**config.mk**
```make
export PLATFORM = sky130hd
export DESIGN_NAME = iob_ram_port_arbiter
export DESIGN_NICKNAME = d
export VERILOG_FILES = /design/src/rtl/iob_ram_port_arbiter_pkg.sv /design/src/rtl/iob_rr_arbiter.sv /design/src/rtl/iob_ram_port_arbiter.sv
export SDC_FILE = /design/constraint.sdc
export NUM_CORES = 1
export LEC_CHECK = 0
export CORE_AREA = 2 2 82 84
export CTS_CLUSTER_SIZE = 40
export DETAILED_ROUTE_END_ITERATION = 10
export DIE_AREA = 0 0 84 86
export HOLD_SLACK_MARGIN = 0.08
export PLACE_DENSITY = 0.82
export SKIP_CTS_REPAIR_TIMING = 1
export SYNTH_ARGS = -nofsm -noshare
export SYNTH_HDL_FRONTEND = slang
export SYNTH_SLANG_ARGS = --single-unit
```
**constraint.sdc**
```tcl
create_clock -name clk -period 3.2 [get_ports clk]
set_input_delay 0.8 -clock clk [delete_from_list [all_inputs] [get_ports clk]]
set_output_delay 0.8 -clock clk [all_outputs]
set_load 0.005 [all_outputs]
```
**src/rtl/iob_ram_port_arbiter_pkg.sv**
```systemverilog
// Shared memory-port definitions: byte width, strobe count and grant-index width helpers.
package iob_ram_port_arbiter_pkg;

  localparam int unsigned BYTE_W = 8;

  typedef enum logic {
    ACC_READ  = 1'b0,
    ACC_WRITE = 1'b1
  } acc_kind_e;

  function automatic int unsigned nstrb(input int unsigned dataW);
    return dataW / BYTE_W;
  endfunction

  function automatic int unsigned idxW(input int unsigned n);
    return (n > 1) ? $clog2(n) : 1;
  endfunction

endpackage

```
**src/rtl/iob_rr_arbiter.sv**
```systemverilog
// Combinational round-robin picker: first requester after ptr, wrapping modulo N.
module iob_rr_arbiter
  import iob_ram_port_arbiter_pkg::*;
#(
  parameter int unsigned N = 2
) (
  input  logic [N-1:0]         req,
  input  logic [idxW(N)-1:0]   ptr,
  output logic [N-1:0]         grant,
  output logic [idxW(N)-1:0]   idx,
  output logic                 valid
);

  localparam int unsigned IDX_W = idxW(N);

  always_comb begin
    grant = '0;
    idx   = '0;
    valid = 1'b0;
    for (int unsigned k = 1; k <= N; k++) begin
      int unsigned cand;
      cand = (32'(ptr) + k) % N;
      if (!valid && req[cand]) begin
        valid       = 1'b1;
        idx         = IDX_W'(cand);
        grant[cand] = 1'b1;
      end
    end
  end

endmodule

```
**src/rtl/iob_ram_port_arbiter.sv**
```systemverilog
// Round-robin arbiter multiplexing N_MST native masters onto one read-first BRAM port.
module iob_ram_port_arbiter
  import iob_ram_port_arbiter_pkg::*;
#(
  parameter int unsigned N_MST  = 2,
  parameter int unsigned ADDR_W = 10,
  parameter int unsigned DATA_W = 32
) (
  input  logic                               clk,
  input  logic                               rst,
  input  logic [N_MST-1:0]                   m_valid,
  input  logic [N_MST*ADDR_W-1:0]            m_addr,
  input  logic [N_MST*DATA_W-1:0]            m_wdata,
  input  logic [N_MST*nstrb(DATA_W)-1:0]     m_wstrb,
  output logic [N_MST-1:0]                   m_ready,
  output logic [N_MST-1:0]                   m_rvalid,
  output logic [DATA_W-1:0]                  m_rdata,
  output logic                               ram_en,
  output logic [nstrb(DATA_W)-1:0]           ram_we,
  output logic [ADDR_W-1:0]                  ram_addr,
  output logic [DATA_W-1:0]                  ram_din,
  input  logic [DATA_W-1:0]                  ram_dout
);

  localparam int unsigned NSTRB = nstrb(DATA_W);
  localparam int unsigned IDX_W = idxW(N_MST);

  logic [IDX_W-1:0] ptr;
  logic [IDX_W-1:0] gntIdx;
  logic [IDX_W-1:0] rdId;
  logic [N_MST-1:0] reqMasked;
  logic [N_MST-1:0] gntOneHot;
  logic             gntValid;
  logic             rdPend;
  acc_kind_e        selKind;

  // Masking requests during reset is what keeps grant, ready and ram_en low.
  assign reqMasked = rst ? '0 : m_valid;

  iob_rr_arbiter #(
    .N (N_MST)
  ) uArb (
    .req   (reqMasked),
    .ptr   (ptr),
    .grant (gntOneHot),
    .idx   (gntIdx),
    .valid (gntValid)
  );

  always_comb begin
    m_ready  = gntOneHot;
    ram_en   = gntValid;
    ram_we   = '0;
    ram_addr = '0;
    ram_din  = '0;
    selKind  = ACC_READ;
    if (gntValid) begin
      ram_we   = m_wstrb[gntIdx*NSTRB +: NSTRB];
      ram_addr = m_addr[gntIdx*ADDR_W +: ADDR_W];
      ram_din  = m_wdata[gntIdx*DATA_W +: DATA_W];
      selKind  = (|m_wstrb[gntIdx*NSTRB +: NSTRB]) ? ACC_WRITE : ACC_READ;
    end
  end

  always_ff @(posedge clk) begin
    if (rst) begin
      ptr    <= IDX_W'(N_MST - 1);
      rdPend <= 1'b0;
      rdId   <= '0;
    end else begin
      if (gntValid) begin
        ptr <= gntIdx;
      end
      rdPend <= gntValid && (selKind == ACC_READ);
      rdId   <= gntIdx;
    end
  end

  // Gating with rst drops a read accepted just before reset asserts.
  always_comb begin
    m_rvalid = '0;
    if (rdPend && !rst) begin
      m_rvalid[rdId] = 1'b1;
    end
  end

  assign m_rdata = ram_dout;

endmodule

```
==> Yosys cells after proc, flatten, opt, wreduce, memory -nomap -nowiden <==
Index checks and enable logic that the tools add are counted.
W data, S select, Z words.
{ "classes": {"n_addsub": 2, "multipliers": 1, "order_cmp": 6, "shift": 3, "muxes": 23, "n_bitwise": 2, "reduce_logical": 9} }
{ "ops": {"columns": ["op", "n"], "rows": [
  ["$shiftx A64 B7 Y32", 1],
  ["$mux W32", 1],
  ["$shiftx A20 B6 Y10", 1],
  ["$mux W1", 13],
  ["$mux W10", 1],
  ["$mux W2", 4],
  ["$shiftx A8 B4 Y4", 1],
  ["$logic_and A1 B1 Y1", 6],
  ["$lt A1 B2 Y1 const B", 3],
  ["$mul A1 B3 Y4 const B", 1],
  ["$mux W4", 1],
  ["$reduce_or A4 Y1", 1],
  ["$demux W1 S1", 3],
  ["$ge A1 B1 Y1 const B", 3],
  ["$add A1 B1 Y1 const B", 2],
  ["$logic_not A1 Y1", 2],
  ["$or A2 B2 Y2", 1],
  ["$not A1 Y1", 1]
]} }
{ "totals": {"reg_bits": 3, "inputBits": 128} }

==> Longest topological paths before layout <==
Gate-level depths: netlist of run 1.
{ "depth": {"word_depth": 13, "mapped_depth": 6, "mapped_depth_nobuf": 5} }

==> By module <==
A second synthesis of run 1 with hierarchy kept.
{ "unflattened": {"cells_unflattened": 154, "hier_area_um2": 1239.9} }
{ "by_module_without_submodules": {"columns": ["module", "n_inst", "cells_each", "area_per_inst_um2", "seq_area_each_um2"], "rows": [
  ["iob_ram_port_arbiter", 1, 149, 1207.4, 60.1],
  ["iob_rr_arbiter", 1, 5, 32.5, 0.0]
]} }

==> Worst setup path before layout of run 1 <==
OpenSTA, ideal clock, no wires.
{ "synth_path": {"kind": "input-to-output", "startpoint": "input m_valid[0]", "endpoint": "output ram_din[22]", "t_arrival_ns": 1.463, "t_required_ns": 2.400, "setup_slack_ns": 0.937, "cell_stages": 6, "n_path_buf": 1, "cell_sequence": "nand2_2 -> nand3b_4 -> inv_2 -> buf_2 -> nand2_1 -> a21oi_1"} }
{ "synth_between": {"elab_chain_len": 9, "elab_cells_between_ends": 13, "cone_classes": "shift: 1; mux: 10; reduce/logical: 2"} }
{ "synth_rtl": {"columns": ["item", "line_no", "rtl"], "rows": [
  ["start, declared", "iob_ram_port_arbiter.sv:11", "input logic [N_MST-1:0] m_valid,"],
  ["$mux W2 (*)", "iob_ram_port_arbiter.sv:38", "assign reqMasked = rst ? '0 : m_valid;"],
  ["$mux W1 (not written as such) (2 in a row)", "iob_rr_arbiter.sv:23", "if (!valid && req[cand]) begin"],
  ["$mux W1", "iob_rr_arbiter.sv:23", null],
  ["$logic_not A1 Y1", "iob_rr_arbiter.sv:23", null],
  ["$logic_and A1 B1 Y1", "iob_rr_arbiter.sv:23", null],
  ["$mux W1", "iob_rr_arbiter.sv:23", null],
  ["$shiftx A64 B7 Y32", "iob_ram_port_arbiter.sv:60", "ram_din = m_wdata[gntIdx*DATA_W +: DATA_W];"],
  ["$mux W32 (*)", "iob_ram_port_arbiter.sv:57", "if (gntValid) begin"],
  ["end, declared", "iob_ram_port_arbiter.sv:21", "output logic [DATA_W-1:0] ram_din,"]
]} }
Every way passes the cells marked *; elsewhere a longest branch is shown, timed or not. The select of a mux whose other input is x is not followed.

==> Worst setup path after layout of run 1 <==
{ "layout_path": {"startpoint": "input rst", "endpoint": "output ram_addr[0]"} }
{ "layout_between": {"elab_chain_len": 10, "elab_cells_between_ends": 14, "cone_classes": "mul: 1; shift: 1; mux: 10; reduce/logical: 2"} }
{ "layout_rtl": {"columns": ["item", "line_no", "rtl"], "rows": [
  ["start, declared", "iob_ram_port_arbiter.sv:10", "input logic rst,"],
  ["$mux W2 (*)", "iob_ram_port_arbiter.sv:38", null],
  ["$mux W1 (not written as such) (2 in a row)", "iob_rr_arbiter.sv:23", null],
  ["$mux W1", "iob_rr_arbiter.sv:23", null],
  ["$logic_not A1 Y1", "iob_rr_arbiter.sv:23", null],
  ["$logic_and A1 B1 Y1", "iob_rr_arbiter.sv:23", null],
  ["$mux W1", "iob_rr_arbiter.sv:23", null],
  ["$mul A1 B3 Y4", "iob_ram_port_arbiter.sv:59", "ram_addr = m_addr[gntIdx*ADDR_W +: ADDR_W];"],
  ["$shiftx A20 B6 Y10", "iob_ram_port_arbiter.sv:59", null],
  ["$mux W10 (*)", "iob_ram_port_arbiter.sv:57", null],
  ["end, declared", "iob_ram_port_arbiter.sv:20", "output logic [ADDR_W-1:0] ram_addr,"]
]} }
Marked as above.

==> results.sh, run 1 <==
export IMPL_status="complete, but fails checks"
export IMPL_violations="negative setup slack"
export IMPL_detail_route_wl_per_cell_um=12.8
export IMPL_hold_viol=0
export IMPL_synth_area_um2=1080
export IMPL_slowest_delay_ns=0.52
export IMPL_setup_worst_path_start_class="input pin"
export IMPL_final_antenna_net_count=0
export IMPL_area_growth_syn_to_layout_pct=155
export IMPL_drive_gt1_frac=0.0926
export IMPL_crit_end="ram_addr[0]"
export IMPL_die_w_um=84
export IMPL_max_slew_margin=0.819
export IMPL_grt_max_degree=28
export IMPL_vias=1735
export IMPL_grt_pass1_vias=1699
export IMPL_fin_crit_sh=1.01
export IMPL_core_area_um2=6280
export IMPL_cp_max_fo=20
export IMPL_critPathCaptureType="primary output"
export IMPL_post_place_ws_ns=-0.146
export IMPL_cp_depth=6
export IMPL_nets=453
export IMPL_drt_total_wl_um=5140
export IMPL_reg2reg_from="ptr"
export IMPL_root_buffer="clkbuf_8"
export IMPL_crit_type="input pin to primary output"
export IMPL_min_period_ns=3.24
export IMPL_fin_worst_skew_ns=0.00114
export IMPL_critPathRequiredTime_ns=2.40
export IMPL_crit_chain="clkdlybuf4s50_1 > nand3b_4 > buf_8 > nand2_1 > a21oi_1 > clkdlybuf4s50_1"
export IMPL_rr_endpoint="rdPend"
export IMPL_power_switching_mw=0.127
export IMPL_met1_usage=0.116
export IMPL_initial_core_util=0.172
export IMPL_synth_ff_latch_count=3
export IMPL_clk_pin_slew_ns=0.03
export IMPL_num_antenna_cells=0
export IMPL_synth_cells=201
export IMPL_antenna_found_initial=0
export IMPL_dp_hpwl_um=3980
export IMPL_drv_slew=0
export IMPL_dr_pass1_iters=4
export IMPL_grt_overflow=0
export IMPL_critPathBufInv=3
export IMPL_synth_area_per_cell_um2=5.37
export IMPL_gp_congestion=0.750
export IMPL_rows=29
export IMPL_hold_path_class="flip-flop to flip-flop"
export IMPL_syn_nets=329
export IMPL_dpl_cell_area_um2=2480
export IMPL_peakVddDrop_mv=0.222
export IMPL_fmax_ghz=0.309
export IMPL_final_area_um2=2750
export IMPL_die_y_um=86
export IMPL_worstPathArrival_ns=2.44
export IMPL_r2r_cells=5
export IMPL_clk_latency_ns=0.21
export IMPL_grt_use_total=0.119
export IMPL_clkSinkCount=3
export IMPL_grt_util_met2=0.241
export IMPL_combinationalPowerShare=0.683
export IMPL_grt_pass1_wl_um=7270
export IMPL_drt_vias_per_instance=4.33
export IMPL_cts_tree="yes"
export IMPL_seq_area_frac_synth=0.0556
export IMPL_cap_violations=0
export IMPL_fill_cells=622
export IMPL_internal_power_mw=0.337
export IMPL_tightest_slew_ns=0.271
export IMPL_crit_path_frequent_cell="clkdlybuf4s50_1"
export IMPL_rrSetupSlack_ns=1.93
export IMPL_power_static_leakage_nw=1.77
export IMPL_crit_family="buffers and inverters"
export IMPL_port_buffers=146
export IMPL_cts_htree_levels=1
export IMPL_finalSetupViolations=2
export IMPL_cts_buffers=3
export IMPL_cp_startpoint="rst"
export IMPL_slowest_stage="clkdlybuf4s50_1"
export IMPL_clkPwrFrac=0.229
export IMPL_yosys_warnings=0
export IMPL_grt_busiest_layer="met2"
export IMPL_cellPowerDensity_nw_per_um2=169
export IMPL_rsz0062_at_grt="yes"
export IMPL_io_pins=211
export IMPL_synth_cell_types=21
export IMPL_dieArea_um2=7220
export IMPL_p_sw_frac=0.274
export IMPL_seqPwrFrac=0.088
export IMPL_drt_iter0_markers=77
export IMPL_grt_met3_usage=0.0260
export IMPL_setup_ws_ns=-0.0407
export IMPL_clock_path_buffers=2
export IMPL_drc_errors=0
cell type report:
class | count | area, µm² | share of cell area
timing repair buffer | 165 | 1820 | 0.662
multi-input combinational | 147 | 702 | 0.255
tap | 77 | 96.3 | 0.0350
sequential | 3 | 60.1 | 0.0218
clock buffer | 4 | 45.0 | 0.0164
inverter | 5 | 26.3 | 0.00955
tightest hold or removal path: cells and delay by family, from the launching register on:
kind	cells	cell delay [ns]
AO/OA/AOI/OAI	1	0.09
buffers and inverters	1	0.09
flip-flops	1	0.31
power by group through the flow:
stage	Sequential (mW)	Combinational (mW)	Clock [mW]
2_1_floorplan	0.0409	0.119	0
3_3_place_gp	0.0412	0.307	0
3_5_place_dp	0.0412	0.311	0
4_1_cts	0.0407	0.313	0.109
5_1_grt	0.0408	0.344	0.114
6_report	0.0408	0.317	0.106
how the worst min path moves through the flow:
stage / startpoint / to / slack [ns] / cells past startpoint
after floorplan: ptr / ptr / 0.49 / 2
after global placement: ptr / ptr / 0.52 / 2
after detailed placement: ptr / ptr / 0.55 / 2
after CTS: ptr / ptr / 0.56 / 2
after global routing: ptr / ptr / 0.58 / 2
final: ptr / ptr / 0.56 / 2
Yosys cell counts:
| master | number | area share |
|---|---|---|
| nand2_1 | 86 | 0.30 |
| and3b_1 | 1 | 0.0081 |
| clkbuf_1 | 1 | 0.0035 |
| o21ai_0 | 1 | 0.0046 |
| and2_1 | 1 | 0.0058 |
| o21bai_1 | 1 | 0.0070 |
| inv_1 | 4 | 0.014 |
| nand2_2 | 1 | 0.0058 |
| dfxtp_1 | 3 | 0.056 |
| buf_2 | 8 | 0.037 |
| buf_4 | 36 | 0.25 |
| and4_1 | 1 | 0.0081 |
| mux2i_1 | 3 | 0.028 |
| nor3b_1 | 1 | 0.0070 |
| inv_2 | 1 | 0.0035 |
| a211o_1 | 1 | 0.0081 |
| nand3b_4 | 1 | 0.019 |
| a21oi_1 | 45 | 0.21 |
| buf_6 | 1 | 0.010 |
| nor2_1 | 3 | 0.010 |
| nand3b_1 | 1 | 0.0070 |
registers in the layout, indices dropped and copies added (netlist names):
register	count
ptr	1
rdId	1
rdPend	1
metal layers:
layer  up-vias  part of all wire
li1        860                 -
met1       751              0.36
met2       104              0.53
met3        20             0.092
met4         0             0.024
met5         -                 0
placed cells by master, fill, tap and decap left out:
master / synthesis / layout
o21ai_0: 1 / 1
buf_4: 36 / 11
nor2_1: 3 / 3
nor3b_1: 1 / 1
inv_8: 0 / 1
and2_1: 1 / 1
mux2i_2: 0 / 2
nand3b_1: 1 / 1
buf_12: 0 / 5
nand3b_4: 1 / 1
buf_8: 0 / 1
and4_1: 1 / 1
clkbuf_16: 0 / 2
clkdlybuf4s50_1: 0 / 101
o21bai_4: 0 / 1
a21oi_1: 45 / 43
dfxtp_1: 3 / 3
nand2_2: 1 / 1
a211o_1: 1 / 1
a21oi_2: 0 / 2
dlymetal6s2s_1: 0 / 45
clkbuf_1: 1 / 1
inv_1: 4 / 4
clkbuf_8: 0 / 3
mux2i_1: 3 / 1
and3b_1: 1 / 1
nand2_1: 86 / 86
logic make-up after synthesis:
family | Yosys count | share of synthesized area
simple gates | 96 | 0.370
compound gates | 48 | 0.228
mux | 3 | 0.0278
flops | 3 | 0.0556
buf+inv | 51 | 0.319
through the flow:
stage | power [mW] | util | hold WS, ns | std cells | TNS (ns)
6_report | 0.464 | 0.438 | 0.558 | 401 | -0.0610
5_1_grt | 0.499 | 0.438 | 0.578 | 401 | -0.323
4_1_cts | 0.463 | 0.403 | 0.556 | 395 | -5.15
3_5_place_dp | 0.352 | 0.396 | 0.547 | 391 | -4.74
3_3_place_gp | 0.349 | 0.396 | 0.525 | 391 | -3.82
2_1_floorplan | 0.160 | - | 0.494 | 201 | 0
Power figures use the tool's default switching activity.
==> inputs of run 2 (changes only) <==
--- a/config.mk
+++ b/config.mk
@@ -5,7 +5,9 @@
 export SDC_FILE = /design/constraint.sdc
 export NUM_CORES = 1
 export LEC_CHECK = 0
+export CAP_MARGIN = 20
 export CORE_AREA = 2 2 82 84
+export CTS_BUF_LIST = sky130_fd_sc_hd__clkbuf_2
 export CTS_CLUSTER_SIZE = 40
 export DETAILED_ROUTE_END_ITERATION = 10
 export DIE_AREA = 0 0 84 86
==> results.sh, run 2 (synthesis results as in run 1) <==
export IMPL_status="complete, but fails checks"
export IMPL_violations="negative setup slack"
export IMPL_cap_violations=0
export IMPL_crit_path_frequent_cell="clkdlybuf4s50_1"
export IMPL_rows=29
export IMPL_die_w_um=84
export IMPL_dieArea_um2=7220
export IMPL_die_y_um=86
export IMPL_layout_commonest_cell="clkdlybuf4s50_1"
export IMPL_slowest_delay_ns=0.52
export IMPL_peakVddDrop_mv=0.121
export IMPL_root_buffer="clkbuf_2"
export IMPL_cp_max_fo=20
export IMPL_slowest_stage="clkdlybuf4s50_1"
export IMPL_drive_gt1_frac=0.0957
export IMPL_finalSetupViolations=2
export IMPL_grt_pass1_vias=1692
export IMPL_grt_max_degree=28
export IMPL_cts_tree="yes"
export IMPL_fin_worst_skew_ns=0.000671
export IMPL_cellPowerDensity_nw_per_um2=150
export IMPL_nets=453
export IMPL_clk_latency_ns=0.20
export IMPL_io_pins=211
export IMPL_min_period_ns=3.24
export IMPL_fin_crit_sh=1.01
export IMPL_crit_chain="clkdlybuf4s50_1 > nand3b_4 > buf_8 > nand2_1 > a21oi_1 > clkdlybuf4s50_1"
export IMPL_critPathCaptureType="primary output"
export IMPL_drt_total_wl_um=5150
export IMPL_worstPathArrival_ns=2.44
export IMPL_grt_pass1_wl_um=7240
export IMPL_area_growth_syn_to_layout_pct=152
export IMPL_core_area_um2=6280
export IMPL_antenna_found_initial=0
export IMPL_fin_util=0.434
export IMPL_drt_iter0_markers=71
export IMPL_num_antenna_cells=0
export IMPL_port_buffers=146
export IMPL_crit_type="input pin to primary output"
export IMPL_final_antenna_net_count=0
export IMPL_drt_vias_per_instance=4.33
export IMPL_dr_pass1_iters=4
export IMPL_power_mw=0.410
export IMPL_setup_worst_path_start_class="input pin"
export IMPL_clock_path_buffers=2
export IMPL_hold_path_class="flip-flop to flip-flop"
export IMPL_clk_pin_slew_ns=0.04
export IMPL_rsz0062_at_grt="yes"
export IMPL_cts_buffers=3
export IMPL_final_cell_mix="clkdlybuf4s50_1 (101), nand2_1 (86), dlymetal6s2s_1 (45)"
export IMPL_detail_route_wl_per_cell_um=12.8
export IMPL_grt_overflow=0
export IMPL_dp_hpwl_um=3980
export IMPL_power_static_leakage_nw=1.76
export IMPL_hold_viol=0
export IMPL_max_slew_margin=0.818
export IMPL_cts_htree_levels=1
export IMPL_setup_ws_ns=-0.0418
export IMPL_critPathRequiredTime_ns=2.40
export IMPL_tightest_slew_ns=0.272
export IMPL_final_area_um2=2730
export IMPL_dpl_cell_area_um2=2480
export IMPL_vias=1737
export IMPL_drv_slew=0
export IMPL_grt_use_total=0.119
export IMPL_drc_errors=0
export IMPL_fmax_ghz=0.308
export IMPL_initial_core_util=0.172
export IMPL_clkSinkCount=3
export IMPL_top_regs="ptr (1), rdId (1), rdPend (1)"
export IMPL_gp_congestion=0.750
==> run 2: cell counts in the layout (fill, tap and decap cells not counted) <==
No cell type changed its count.
==> run 2: path summary, 6_finish.rpt <==
kind,to,slack [ns],from,cells after the start
setup reg to reg,rdPend,1.92,ptr,5
hold reg to reg,ptr,0.56,ptr,2
hold / removal,ptr,0.56,ptr,2
setup / recovery,ram_addr[0],-0.04,rst,6
==> run 2: stage by stage <==
stage	hold WS [ns]	TNS (ns)	setup slack (ns)	cells
after floorplan	0.494	0	0.937	201
after global placement	0.525	-3.82	-0.119	391
after detailed placement	0.547	-4.74	-0.146	391
after CTS	0.557	-5.15	-0.149	395
after global routing	0.579	-0.323	-0.125	401
final	0.561	-0.0613	-0.0418	401
==> run 2: worst max-delay path: cells and delay by family <==
kind,cells,cell delay (ns)
AND/OR/NAND/NOR,2,0.30
buffers and inverters,3,1.19
AO/OA/AOI/OAI,1,0.16
==> run 2: area by class of cell <==
class                      instances  area [µm²]
clock buffer                       4        20.0
fill                             624        3550
inverter                           5        26.3
multi-input combinational        147         702
sequential                         3        60.1
tap                               77        96.3
timing repair buffer             165        1820
==> run 2: per-layer routing <==
| layer | up-vias | track usage | wire length [µm] |
|---|---|---|---|
| met1 | 755 | 0.115 | 1860 |
| li1 | 860 | - | - |
| met4 | 0 | 0.0484 | 122 |
| met3 | 20 | 0.0260 | 461 |
| met2 | 102 | 0.241 | 2710 |
| met5 | - | 0 | 0 |
==> run 2: where the power goes <==
group          internal, mW  switching, mW  leakage (nW)
logic                 0.213          0.104          1.72
clock network        0.0330         0.0195        0.0166
registers            0.0395        0.00116        0.0247
total                 0.285          0.125          1.76
==> inputs of run 3 (changes only) <==
--- a/config.mk
+++ b/config.mk
@@ -8,11 +8,13 @@
 export CAP_MARGIN = 20
 export CORE_AREA = 2 2 82 84
 export CTS_BUF_LIST = sky130_fd_sc_hd__clkbuf_2
+export CTS_CLUSTER_DIAMETER = 200
 export CTS_CLUSTER_SIZE = 40
 export DETAILED_ROUTE_END_ITERATION = 10
 export DIE_AREA = 0 0 84 86
+export DONT_BUFFER_PORTS = 1
 export HOLD_SLACK_MARGIN = 0.08
-export PLACE_DENSITY = 0.82
+export PLACE_DENSITY = 0.39
 export SKIP_CTS_REPAIR_TIMING = 1
 export SYNTH_ARGS = -nofsm -noshare
 export SYNTH_HDL_FRONTEND = slang
==> results.sh, run 3 (synthesis results as in run 1) <==
export IMPL_clock_path_buffers=2
export IMPL_grt_overflow=0
export IMPL_drc_errors=0
export IMPL_rsz0062_at_grt="no"
export IMPL_setup_worst_path_start_class="input pin"
export IMPL_min_to="ptr"
export IMPL_hold_path_depth=2
export IMPL_status="complete, no violations"
export IMPL_fin_worst_skew_ns=0.00440
export IMPL_area_growth_syn_to_layout_pct=-15.1
export IMPL_drive_gt1_frac=0.0679
export IMPL_setup_tns_final_ns=0
export IMPL_drv_slew=0
export IMPL_power_mw=0.194
export IMPL_crit_family="buffers and inverters"
export IMPL_min_period_ns=2.74
export IMPL_tightest_slew_ns=0.473
export IMPL_hp_start="ptr"
export IMPL_grt_use_total=0.0734
export IMPL_io_pins=211
export IMPL_drt_vias_per_instance=4.71
export IMPL_rrSetupSlack_ns=2.03
export IMPL_rr_endpoint="rdPend"
export IMPL_core_area_um2=6280
export IMPL_slowest_delay_ns=0.36
export IMPL_vias=1126
export IMPL_dp_cells=235
export IMPL_finalSetupViolations=0
export IMPL_clk_latency_ns=0.20
export IMPL_cts_buffers=3
export IMPL_grt_pass1_vias=860
export IMPL_gp_congestion=0.741
export IMPL_port_buffers=0
export IMPL_hold_viol=0
export IMPL_die_w_um=84
export IMPL_grt_pass1_wl_um=4170
export IMPL_post_place_ws_ns=0.400
export IMPL_worstPathArrival_ns=1.94
export IMPL_critPathCaptureType="primary output"
export IMPL_rows=29
export IMPL_final_antenna_net_count=0
export IMPL_fin_util=0.146
export IMPL_dr_pass1_iters=4
export IMPL_critPathBufInv=2
export IMPL_cellPowerDensity_nw_per_um2=212
export IMPL_cap_violations=0
export IMPL_power_static_leakage_nw=0.422
export IMPL_hold_path_class="flip-flop to flip-flop"
export IMPL_root_buffer="clkbuf_2"
export IMPL_setup_ws_ns=0.457
export IMPL_crit_chain="nand2_2 > nand3b_4 > inv_2 > buf_12 > nand2_1 > a21oi_1"
export IMPL_dieArea_um2=7220
export IMPL_reg2reg_from="ptr"
export IMPL_detail_route_wl_per_cell_um=14.1
export IMPL_dp_hpwl_um=2730
export IMPL_die_y_um=86
export IMPL_clk_pin_slew_ns=0.04
export IMPL_final_area_um2=917
export IMPL_cp_max_fo=24
export IMPL_fin_crit_sh=0.857
export IMPL_r2r_cells=4
export IMPL_slowest_stage="inv_2"
export IMPL_initial_core_util=0.172
export IMPL_top_regs="ptr (1), rdId (1), rdPend (1)"
export IMPL_peakVddDrop_mv=0.142
export IMPL_max_slew_margin=0.685
export IMPL_dpl_cell_area_um2=897
export IMPL_crit_type="input pin to primary output"
export IMPL_final_cell_mix="nand2_1 (86), a21oi_1 (45), inv_1 (4), clkbuf_2 (4)"
export IMPL_layout_commonest_cell="nand2_1"
export IMPL_drt_iter0_markers=11
export IMPL_fin_cells=239
export IMPL_cts_tree="yes"
export IMPL_num_antenna_cells=0
export IMPL_whs_ns=0.541
export IMPL_critPathRequiredTime_ns=2.40
export IMPL_antenna_found_initial=0
export IMPL_grt_max_degree=48
export IMPL_nets=291
export IMPL_drt_total_wl_um=3380
export IMPL_clkSinkCount=3
export IMPL_fmax_ghz=0.365
export IMPL_cts_htree_levels=1
[run 3: worst max-delay path by stage]
stage / from / to / cells past startpoint
6_report: m_valid[0] / ram_din[29] / 6
5_1_grt: m_valid[0] / ram_din[29] / 6
4_1_cts: m_valid[0] / ram_din[29] / 6
3_5_place_dp: m_valid[0] / ram_din[29] / 6
3_3_place_gp: m_valid[0] / ram_din[29] / 6
2_1_floorplan: m_valid[0] / ram_din[22] / 6
[run 3: layout make-up]
| cell class | count | area (µm²) |
|---|---|---|
| fillers | 724 | 5360 |
| repair buffers | 3 | 35.0 |
| flip-flops and latches | 3 | 60.1 |
| inverters | 5 | 18.8 |
| well taps | 77 | 96.3 |
| clock buffers | 4 | 20.0 |
| multi-input cells | 147 | 687 |
[run 3: report_power, final]
| group | switching, mW | total (mW) | internal (mW) |
|---|---|---|---|
| combinational | 0.0661 | 0.100 | 0.0341 |
| sequential | 0.00105 | 0.0405 | 0.0394 |
| clock | 0.0205 | 0.0535 | 0.0330 |
| total | 0.0876 | 0.194 | 0.107 |
[run 3: worst register-to-register path: cells and delay by family, from the launching register on]
kind / cells / cell delay, ns
flip-flops: 1 / 0.33
AND/OR/NAND/NOR: 3 / 0.50
multiplexers: 1 / 0.30
[run 3: layer usage]
layer	GRT usage	part of all wire	up-vias
li1	-	-	534
met1	0.0589	0.31	470
met2	0.161	0.54	108
met3	0.0183	0.11	14
met4	0.0323	0.029	0
met5	0	0	-
